<file path="config.mk">
export PLATFORM = sky130hd
export DESIGN_NAME = ltc5548_spi_responder_flat
export DESIGN_NICKNAME = d
export VERILOG_FILES = /design/src/rtl/ltc5548_spi_responder_pkg.sv /design/src/rtl/ltc5548_spi_responder_if.sv /design/src/rtl/ltc5548_sync_edge.sv /design/src/rtl/ltc5548_spi_responder.sv /design/src/flat_wrapper.sv
export SDC_FILE = /design/constraint.sdc
export NUM_CORES = 1
export LEC_CHECK = 0
export CAP_MARGIN = 25
export CELL_PAD_IN_SITES_DETAIL_PLACEMENT = 0
export CELL_PAD_IN_SITES_GLOBAL_PLACEMENT = 1
export CORE_ASPECT_RATIO = 0.6
export CORE_UTILIZATION = 46
export CTS_CLUSTER_DIAMETER = 120
export CTS_CLUSTER_SIZE = 28
export DETAILED_ROUTE_END_ITERATION = 8
export HOLD_SLACK_MARGIN = 0.12
export PLACE_DENSITY = 0.95
export SLEW_MARGIN = 25
export SYNTH_ARGS = -nofsm -noshare
export SYNTH_HDL_FRONTEND = slang
export SYNTH_HIERARCHICAL = 1
export SYNTH_SLANG_ARGS = --single-unit
</file>
<file path="constraint.sdc">
create_clock -name clk_clk -period 3.4 [get_ports clk_clk]
set_clock_uncertainty 0.15 [all_clocks]
set_input_delay 0.51 -clock clk_clk [delete_from_list [all_inputs] [get_ports clk_clk]]
set_output_delay 0.51 -clock clk_clk [all_outputs]
set_load 0.1 [all_outputs]
</file>
<file path="src/rtl/ltc5548_spi_responder_pkg.sv">
// Shared constants and types for the LTC5548 SPI responder.
package ltc5548_pkg;

    localparam int FRAME_W      = 16;     // bits per frame
    localparam int RW_BIT       = 15;     // rw flag position within the frame
    localparam int FRAME_ADDR_W = 7;      // address field width
    localparam logic [7:0] CHIP_ID_DEF = 8'h48;

    typedef enum logic [1:0] {
        IDLE = 2'd0,
        CMD  = 2'd1,
        DATA = 2'd2,
        DONE = 2'd3
    } state_t;

endpackage

</file>
<file path="src/rtl/ltc5548_spi_responder_if.sv">
// SPI pin bundle between a master and the responder.
interface ltc5548_spi_responder_if;
    logic sclk;
    logic mosi;
    logic ss_n;
    logic miso;
    logic miso_oe;

    modport master (output sclk, output mosi, output ss_n, input miso, input miso_oe);
    modport slave  (input sclk, input mosi, input ss_n, output miso, output miso_oe);
endinterface

</file>
<file path="src/rtl/ltc5548_sync_edge.sv">
// Two-flop synchronizer with single-cycle rise/fall pulses on the synced level.
module ltc5548_sync_edge #(
    parameter logic RST_LVL = 1'b0
) (
    input  logic clk,
    input  logic rst_n,
    input  logic d_i,
    output logic level_o,
    output logic rise_o,
    output logic fall_o
);
    logic meta_q;
    logic sync_q;
    logic prev_q;

    // Synchronizer chain plus one delayed copy for edge detection
    always_ff @(posedge clk or negedge rst_n) begin
        if (!rst_n) begin
            meta_q <= RST_LVL;
            sync_q <= RST_LVL;
            prev_q <= RST_LVL;
        end else begin
            meta_q <= d_i;
            sync_q <= meta_q;
            prev_q <= sync_q;
        end
    end

    assign level_o = sync_q;
    assign rise_o  = sync_q & ~prev_q;
    assign fall_o  = ~sync_q & prev_q;
endmodule

</file>
<file path="src/rtl/ltc5548_spi_responder.sv">
// SPI mode-0 responder modelling the LTC5548 register file: 16-bit frames
// {rw, addr[6:0], data[7:0]}, writes committed with a strobe, reads shifted out on MISO.
module ltc5548_spi_responder
    import ltc5548_pkg::*;
#(
    parameter int         NUM_REGS = 8,
    parameter int         ADDR_W   = FRAME_ADDR_W,
    parameter logic [7:0] CHIP_ID  = CHIP_ID_DEF,
    parameter logic [7:0] RST_VAL  = 8'h00
) (
    input  logic                  clk_clk,
    input  logic                  reset_reset_n,
    ltc5548_spi_responder_if.slave spi,
    output logic                  wr_strobe,
    output logic [ADDR_W-1:0]     wr_addr,
    output logic [7:0]            wr_data,
    output logic [NUM_REGS*8-1:0] regs_flat,
    output logic                  frame_err
);
    logic sclk_rise, sclk_fall, sclk_lvl_unused;
    logic ss_n_s, ss_rise, ss_fall;
    logic mosi_meta_q, mosi_s_q;

    state_t            state_q, state_d;
    logic [4:0]        bitcnt_q, bitcnt_d;
    logic [6:0]        rx_q, rx_d;
    logic [7:0]        rx_next;
    logic [7:0]        tx_q, tx_d;
    logic              miso_q, miso_d;
    logic              rw_q, rw_d;
    logic [ADDR_W-1:0] addr_q, addr_d;
    logic              wr_strobe_q, wr_strobe_d;
    logic [ADDR_W-1:0] wr_addr_q, wr_addr_d;
    logic [7:0]        wr_data_q, wr_data_d;
    logic              frame_err_q, frame_err_d;
    logic [7:0]        regs_q [NUM_REGS];
    logic [7:0]        rd_data;

    ltc5548_sync_edge #(.RST_LVL(1'b0)) u_sclk_sync (
        .clk(clk_clk), .rst_n(reset_reset_n), .d_i(spi.sclk),
        .level_o(sclk_lvl_unused), .rise_o(sclk_rise), .fall_o(sclk_fall)
    );

    ltc5548_sync_edge #(.RST_LVL(1'b1)) u_ss_sync (
        .clk(clk_clk), .rst_n(reset_reset_n), .d_i(spi.ss_n),
        .level_o(ss_n_s), .rise_o(ss_rise), .fall_o(ss_fall)
    );

    // MOSI shares the SCLK synchronizer latency so it lines up with the rise pulse
    always_ff @(posedge clk_clk or negedge reset_reset_n) begin
        if (!reset_reset_n) begin
            mosi_meta_q <= 1'b0;
            mosi_s_q    <= 1'b0;
        end else begin
            mosi_meta_q <= spi.mosi;
            mosi_s_q    <= mosi_meta_q;
        end
    end

    assign rx_next = {rx_q, mosi_s_q};

    // Read-back mux: out-of-range addresses return zero
    always_comb begin
        rd_data = 8'h00;
        for (int i = 0; i < NUM_REGS; i++) begin
            if (rx_next[ADDR_W-1:0] == ADDR_W'(i)) rd_data = regs_q[i];
        end
    end

    // Frame FSM next-state and output decode
    always_comb begin
        state_d     = state_q;
        bitcnt_d    = bitcnt_q;
        rx_d        = rx_q;
        tx_d        = tx_q;
        miso_d      = miso_q;
        rw_d        = rw_q;
        addr_d      = addr_q;
        wr_strobe_d = 1'b0;
        wr_addr_d   = wr_addr_q;
        wr_data_d   = wr_data_q;
        frame_err_d = 1'b0;

        unique case (state_q)
            IDLE: begin
                miso_d = 1'b0;
                if (ss_fall) begin
                    state_d  = CMD;
                    bitcnt_d = 5'd0;
                end
            end
            CMD: begin
                if (sclk_rise) begin
                    rx_d     = rx_next[6:0];
                    bitcnt_d = bitcnt_q + 5'd1;
                    if (bitcnt_q == 5'd7) begin
                        rw_d    = rx_next[7];
                        addr_d  = rx_next[ADDR_W-1:0];
                        tx_d    = rx_next[7] ? rd_data : 8'h00;
                        state_d = DATA;
                    end
                end else if (sclk_fall) begin
                    miso_d = 1'b0;
                end
            end
            DATA: begin
                if (sclk_rise) begin
                    rx_d     = rx_next[6:0];
                    bitcnt_d = bitcnt_q + 5'd1;
                    if (bitcnt_q == 5'd15) begin
                        state_d = DONE;
                        miso_d  = 1'b0;
                        if (!rw_q) begin
                            wr_strobe_d = 1'b1;
                            wr_addr_d   = addr_q;
                            wr_data_d   = rx_next;
                        end
                    end
                end else if (sclk_fall) begin
                    if (rw_q) begin
                        miso_d = tx_q[7];
                        tx_d   = {tx_q[6:0], 1'b0};
                    end else begin
                        miso_d = 1'b0;
                    end
                end
            end
            DONE: begin
                miso_d = 1'b0;
            end
        endcase

        // Deselect wins over everything; a short frame is flagged and its write dropped
        if (state_q != IDLE && ss_rise) begin
            state_d     = IDLE;
            miso_d      = 1'b0;
            wr_strobe_d = 1'b0;
            wr_addr_d   = wr_addr_q;
            wr_data_d   = wr_data_q;
            frame_err_d = (bitcnt_q < 5'd16);
        end
    end

    // FSM and output registers
    always_ff @(posedge clk_clk or negedge reset_reset_n) begin
        if (!reset_reset_n) begin
            state_q     <= IDLE;
            bitcnt_q    <= 5'd0;
            rx_q        <= 7'd0;
            tx_q        <= 8'h00;
            miso_q      <= 1'b0;
            rw_q        <= 1'b0;
            addr_q      <= '0;
            wr_strobe_q <= 1'b0;
            wr_addr_q   <= '0;
            wr_data_q   <= 8'h00;
            frame_err_q <= 1'b0;
        end else begin
            state_q     <= state_d;
            bitcnt_q    <= bitcnt_d;
            rx_q        <= rx_d;
            tx_q        <= tx_d;
            miso_q      <= miso_d;
            rw_q        <= rw_d;
            addr_q      <= addr_d;
            wr_strobe_q <= wr_strobe_d;
            wr_addr_q   <= wr_addr_d;
            wr_data_q   <= wr_data_d;
            frame_err_q <= frame_err_d;
        end
    end

    // Register file: updated the cycle after the strobe; address 0 is the fixed chip ID
    always_ff @(posedge clk_clk or negedge reset_reset_n) begin
        if (!reset_reset_n) begin
            regs_q[0] <= CHIP_ID;
            for (int i = 1; i < NUM_REGS; i++) regs_q[i] <= RST_VAL;
        end else begin
            for (int i = 1; i < NUM_REGS; i++) begin
                if (wr_strobe_q && wr_addr_q == ADDR_W'(i)) regs_q[i] <= wr_data_q;
            end
        end
    end

    for (genvar gi = 0; gi < NUM_REGS; gi++) begin : g_flat
        assign regs_flat[8*gi +: 8] = regs_q[gi];
    end

    assign spi.miso_oe = ~ss_n_s;
    assign spi.miso    = ~ss_n_s & miso_q;
    assign wr_strobe   = wr_strobe_q;
    assign wr_addr     = wr_addr_q;
    assign wr_data     = wr_data_q;
    assign frame_err   = frame_err_q;
endmodule
</file>
<file path="src/flat_wrapper.sv">
// flat-port wrapper written by rule: the top's interface ports become plain ports
module ltc5548_spi_responder_flat import ltc5548_pkg::*;
#(
    parameter int         NUM_REGS = 8,
    parameter int         ADDR_W   = FRAME_ADDR_W,
    parameter logic [7:0] CHIP_ID  = CHIP_ID_DEF,
    parameter logic [7:0] RST_VAL  = 8'h00
)
  (clk_clk, reset_reset_n, wr_strobe, wr_addr, wr_data, regs_flat, frame_err, spi_sclk, spi_mosi, spi_ss_n, spi_miso, spi_miso_oe);
  ltc5548_spi_responder_if spi_i ();
  input  logic clk_clk;
  input  logic reset_reset_n;
  output logic wr_strobe;
  output logic [ADDR_W-1:0] wr_addr;
  output logic [7:0] wr_data;
  output logic [NUM_REGS*8-1:0] regs_flat;
  output logic frame_err;
  input wire logic [$bits(spi_i.sclk)-1:0] spi_sclk;
  input wire logic [$bits(spi_i.mosi)-1:0] spi_mosi;
  input wire logic [$bits(spi_i.ss_n)-1:0] spi_ss_n;
  output wire logic [$bits(spi_i.miso)-1:0] spi_miso;
  output wire logic [$bits(spi_i.miso_oe)-1:0] spi_miso_oe;
  assign spi_i.sclk = spi_sclk;
  assign spi_i.mosi = spi_mosi;
  assign spi_i.ss_n = spi_ss_n;
  assign spi_miso = spi_i.miso;
  assign spi_miso_oe = spi_i.miso_oe;
  ltc5548_spi_responder #(.NUM_REGS(NUM_REGS), .ADDR_W(ADDR_W), .CHIP_ID(CHIP_ID), .RST_VAL(RST_VAL)) u_core (.clk_clk(clk_clk), .reset_reset_n(reset_reset_n), .spi(spi_i), .wr_strobe(wr_strobe), .wr_addr(wr_addr), .wr_data(wr_data), .regs_flat(regs_flat), .frame_err(frame_err));
endmodule
</file>
==> Yosys cells after proc, flatten, opt, wreduce, memory -nomap -nowiden <==
Index checks and enable logic that the tools add are counted.
{ "word_totals": {"ff_bits": 112, "input_bits": 5, "out_inout_bits": 83, "word_cells": 136} }
{ "op_classes": {"addsub": 1, "order_cmp": 1, "eq_ne": 35, "muxes": 39, "bitwise_logic": 11, "n_reduce_logical": 23} }
{ "op_table": {"columns": ["op", "count"], "rows": [
  ["$mux 8", 14],
  ["$eq 7x3->1 const B", 8],
  ["$eq 7x2->1 const B", 4],
  ["$ne 3x1->1 const B", 6],
  ["$pmux 8 s2", 1],
  ["$eq 7x1->1 const B", 2],
  ["$mux 1", 13],
  ["$mux 2", 6],
  ["$ne 2x1->1 const B", 6],
  ["$reduce_and 6->1", 2],
  ["$mux 5", 2],
  ["$pmux 5 s2", 1],
  ["$logic_and 1x1->1", 8],
  ["$logic_not 7->1", 1],
  ["$not 1->1", 6],
  ["$pmux 2 s3", 1],
  ["$reduce_and 3->1", 2],
  ["$reduce_bool 2->1", 3],
  ["$add 5x1->5 const B", 1],
  ["$and 1x1->1", 5],
  ["$eq 5x3->1 const B", 1],
  ["$eq 5x4->1 const B", 1],
  ["$lt 5x5->1 const B", 1],
  ["$reduce_and 5->1", 1],
  ["other kinds (12)", 14]
]} }

==> Depth between registers and ports, before layout <==
{ "logic_depth": {"word_depth": 13, "depth_mapped": 8, "ltp_nobuf": 7} }

==> By module <==
Netlist, hierarchy kept.
{ "modules_own_cells": {"columns": ["mod", "n_inst", "cells_each", "area_per_inst_um2", "seq_area_each_um2"], "rows": [
  ["ltc5548_spi_responder", 1, 401, 5076.1, 2652.5],
  ["ltc5548_sync_edge at u_core.u_ss_sync", 1, 5, 93.8, 78.8],
  ["ltc5548_sync_edge at u_core.u_sclk_sync", 1, 5, 90.1, 75.1]
]} }

==> Worst setup path after synthesis <==
OpenSTA, ideal clock, no wires.
{ "synth_timing": {"path_type": "register -> register", "from": "reg u_core.wr_addr_q[5] (netlist: u_core/wr_addr[5])", "to": "reg u_core.regs_q, in the netlist u_core/regs_flat[40]", "setup_ns": 0.128, "arrival_ns": 2.265, "required_time_ns": 3.122, "setup_slack_ns": 0.856, "path_stages_with_launch": 6, "n_path_buf": 1, "period_less_slack_ns": 2.544, "cell_sequence": "dfrtp_1 -> nor4_1 -> nand3_1 -> or3b_1 -> clkbuf_1 -> mux2_1"} }
{ "synth_via": {"elab_chain_len": 2} }
{ "synth_rtl": {"columns": ["element", "line_no", "rtl"], "rows": [
  ["from (decl)", "ltc5548_spi_responder.sv:33", "logic [ADDR_W-1:0] wr_addr_q, wr_addr_d;"],
  ["from (signal assigned)", "ltc5548_spi_responder.sv:167", "wr_addr_q <= wr_addr_d;"],
  ["$eq 7x3->1", "ltc5548_spi_responder.sv:180", "if (wr_strobe_q && wr_addr_q == ADDR_W'(i)) regs_q[i] <= wr_data_q;"],
  ["$logic_and 1x1->1", "ltc5548_spi_responder.sv:180", null],
  ["to (signal, indexed assignment)", "ltc5548_spi_responder.sv:180", null],
  ["to (decl)", "ltc5548_spi_responder.sv:36", "logic [7:0] regs_q [NUM_REGS];"]
]} }
No other way between the ends.
A chain may end at the register's enable or synchronous reset.

==> Final worst setup path <==
{ "layout_timing": {"from": "reg u_core.regs_q, in the netlist u_core/regs_flat[59]", "to": "out regs_flat[59]"} }
{ "layout_rtl": {"columns": ["element", "line_no", "rtl"], "rows": [
  ["to (decl)", "flat_wrapper.sv:16", "output logic [NUM_REGS*8-1:0] regs_flat;"]
]} }
No word-level cell between the ends.

==> metrics.yaml <==
layout_setup_ws_ns: 0.847
syn_area_per_cell_um2: 12.8
drive_above_1_share_pct: 36.9
fp.dieW_um: 140
dpl_cell_area_um2: 6020
path_cells: "clkdlybuf4s50_1"
finalNetCount: 502
grt_setup_unrepaired: "no"
tritoncts: "done"
globalplace.congestion: 0.849
htreeDepth: 3
fmax_mhz: 392
worstReg2RegStart: "u_core/wr_addr[5]"
slew_headroom_pct: 34.5
path_depth: 1
final_util_pct: 58.4
clock_latency_ns: 0.36
path_clk_slew_ns: 0.07
ir_drop_uv: 314
grt_max_degree: 53
finalSetupViolCount: 0
synth_warnings: 22
top_layer_used: "met4"
whs_path_depth: 0
post-route-period-util_pct: 75.1
netSwitchingFraction_pct: 32.9
outcome: "complete, no violations"
drtAntennaViolNets: 0
clkPwrFrac_pct: 32.0
chipHeight_um: 84.8
slew_violations: 0
cts-root-buf: "clkbuf_16"
hold_class: "reg -> reg"
start_util_pct: 48.5
dr.pass1.iters: 4
synth_most_common_cell: "dfrtp_1"
period_needed_ns: 2.55
finalHoldViolations: 0
io_buffers: 79
syn_area_um2: 5260
grt_pass1_wl_um: 20400
wl_per_cell_um: 20.2
pin_count: 88
final_area_um2: 6340
synth_cell_types: 53
async_flop_share_pct: 100
power.total_mw: 3.44
crit_path_end: "regs_flat[59]"
cts_sinks: 112
drt_iter0_drc: 226
critPathLaunchType: "flop"
combPwrFrac_pct: 22.6
yosysTopAreaCellShare_pct: 51.9
worstSetupStartpoint: "u_core/regs_flat[59]"
critPathTopFamily: "buffers and inverters"
routed_wirelength_um: 12800
hold_slack_ns: 0.196
synthCells: 411
drv_cap: 0
hold_path.startpoint: "u_core/u_sclk_sync/meta_q"
dp_cells: 618
syn_to_final_growth_pct: 20.5
antenna_cells: 0
cts_buffers: 9
yosys.area.top_type: "dfrtp_1"
final.setup.tns_ns: 0
viasPerCell: 5.89
place_ws_ns: 0.959
grt_pass1_vias: 3658
cp_slowest_cell: "clkdlybuf4s50_1"
clock_path_buffers: 2
synthFlopType: "dfrtp_1"
power_frac_seq_pct: 45.4
multi_input_area_um2: 2310
cp.arrival_ns: 1.89
met3WireLength_um: 824
wl_met1_um: 6350
die-area_um2: 11900
ctsResizeCount: 0
r2r_cells: 4
power.density_nw_per_um2: 543
worstMarginPinSlew_ns: 0.980
ys_seq_area_share_pct: 53.4
crit_fanout: 3
synth_edf_count: 0
fillers: 878
core-area_um2: 10800
antenna_found_initial: 0
layout.area.seq_um2: 2810
wl_met2_um: 5530
p_int_mw: 2.31
ys_top_cells_by_count: "dfrtp_1, mux2_2, clkbuf_1, mux2_1, nand2_1"
cts_setup_buffers: 0
p_switching_mw: 1.13
critPathKind: "reg -> out"
hpwlAfterDp_um: 9030
ys_top_cells_by_area: "dfrtp_1, mux2_2, mux2_1, mux4_2, mux2i_1"
overflow: 0
fp-row-count: 29
layout.cells.non_filler: 635
drc: 0
rrSetupSlack_ns: 0.92
cp.required_ns: 2.74
worst_path_largest_cell_delay_ns: 1.15
gr-usage-all-layers_pct: 22.8
synth-seq-cells: 112
endpoint_kind: "primary output"
cp_num_buf_inv: 1
rr_endpoint: "u_core/regs_flat[17]"
leakage_nw: 3.13
num_vias: 3740
[worst min path at each step]
stage	endpoint
after floorplan	u_core/addr_q[0]
after global placement	u_core/mosi_s_q
after detailed placement	u_core/u_sclk_sync/level_o
after CTS	u_core/u_sclk_sync/level_o
after global routing	u_core/u_sclk_sync/level_o
final	u_core/u_sclk_sync/level_o
[worst reg2reg max path, delay by kind of cell (launching register included)]
family / cells / cell delay (ns)
muxes: 1 / 0.42
DFF: 1 / 0.40
and+or+nand+nor: 3 / 1.40
[flip-flops by register name, indices dropped and copies added (netlist names), 2 cells and up]
signal / flops
u_core/regs_flat: 56
u_core/tx_q: 8
u_core/wr_data: 8
u_core/addr_q: 7
u_core/rx_q: 7
u_core/wr_addr: 7
u_core/bitcnt_q: 5
u_core/state_q: 2
[power groups by stage]
stage / Sequential, mW / Combinational [mW] / Clock, mW
global route: 1.58 / 0.849 / 1.16
finish: 1.56 / 0.776 / 1.10
CTS: 1.56 / 0.773 / 1.11
detailed placement: 1.58 / 0.764 / 0
global placement: 1.58 / 0.740 / 0
floorplan: 1.51 / 0.619 / 0
[what timing repair did]
item / in CTS / in global routing
hold buffers: 1 / 0
setup endpoints to repair: 0 / 0
hold endpoints to repair: 46 / 0
[logic make-up (layout without fill, tap and decap cells)]
group,count (synthesis),count (layout),synth area share (%)
AND/OR/NAND/NOR,92,92,10.3
flip-flops,112,112,53.4
AO/OA/AOI/OAI,57,57,7.52
multiplexers,108,108,24.1
adder cells (fa/ha/maj),6,6,1.43
other,1,8,0.0713
buffers and inverters,35,113,3.19
[routing by layer]
layer / up-vias / GRT usage, %
li1: 1657 / -
met2: 133 / 32.6
met1: 1937 / 34.0
met4: 0 / 6.39
met3: 13 / 6.09
met5: - / 0
[area by class of cell]
class	count	share of cell area, %
Clock inverter	6	1.07
Clock buffer	10	3.77
Tap cell	139	2.74
Inverter	7	0.415
Timing Repair Buffer	90	11.2
Sequential cell	112	44.3
Multi-Input combinational cell	271	36.5
[layout by cell type, fill, tap and decap left out, types with 7 or more instances in the layout]
cell type        instances
o211ai_1                 8
buf_4                   76
mux2_1                  14
nand3_1                  9
mux2_2                  75
mux2i_1                 13
nor2b_1                 12
nand2_1                 14
conb_1                   8
nor2_1                  12
dfrtp_1                109
clkbuf_16                9
inv_1                    7
o21ai_0                 13
clkdlybuf4s50_1         13
Note: power is estimated with default switching activity, not from simulation.
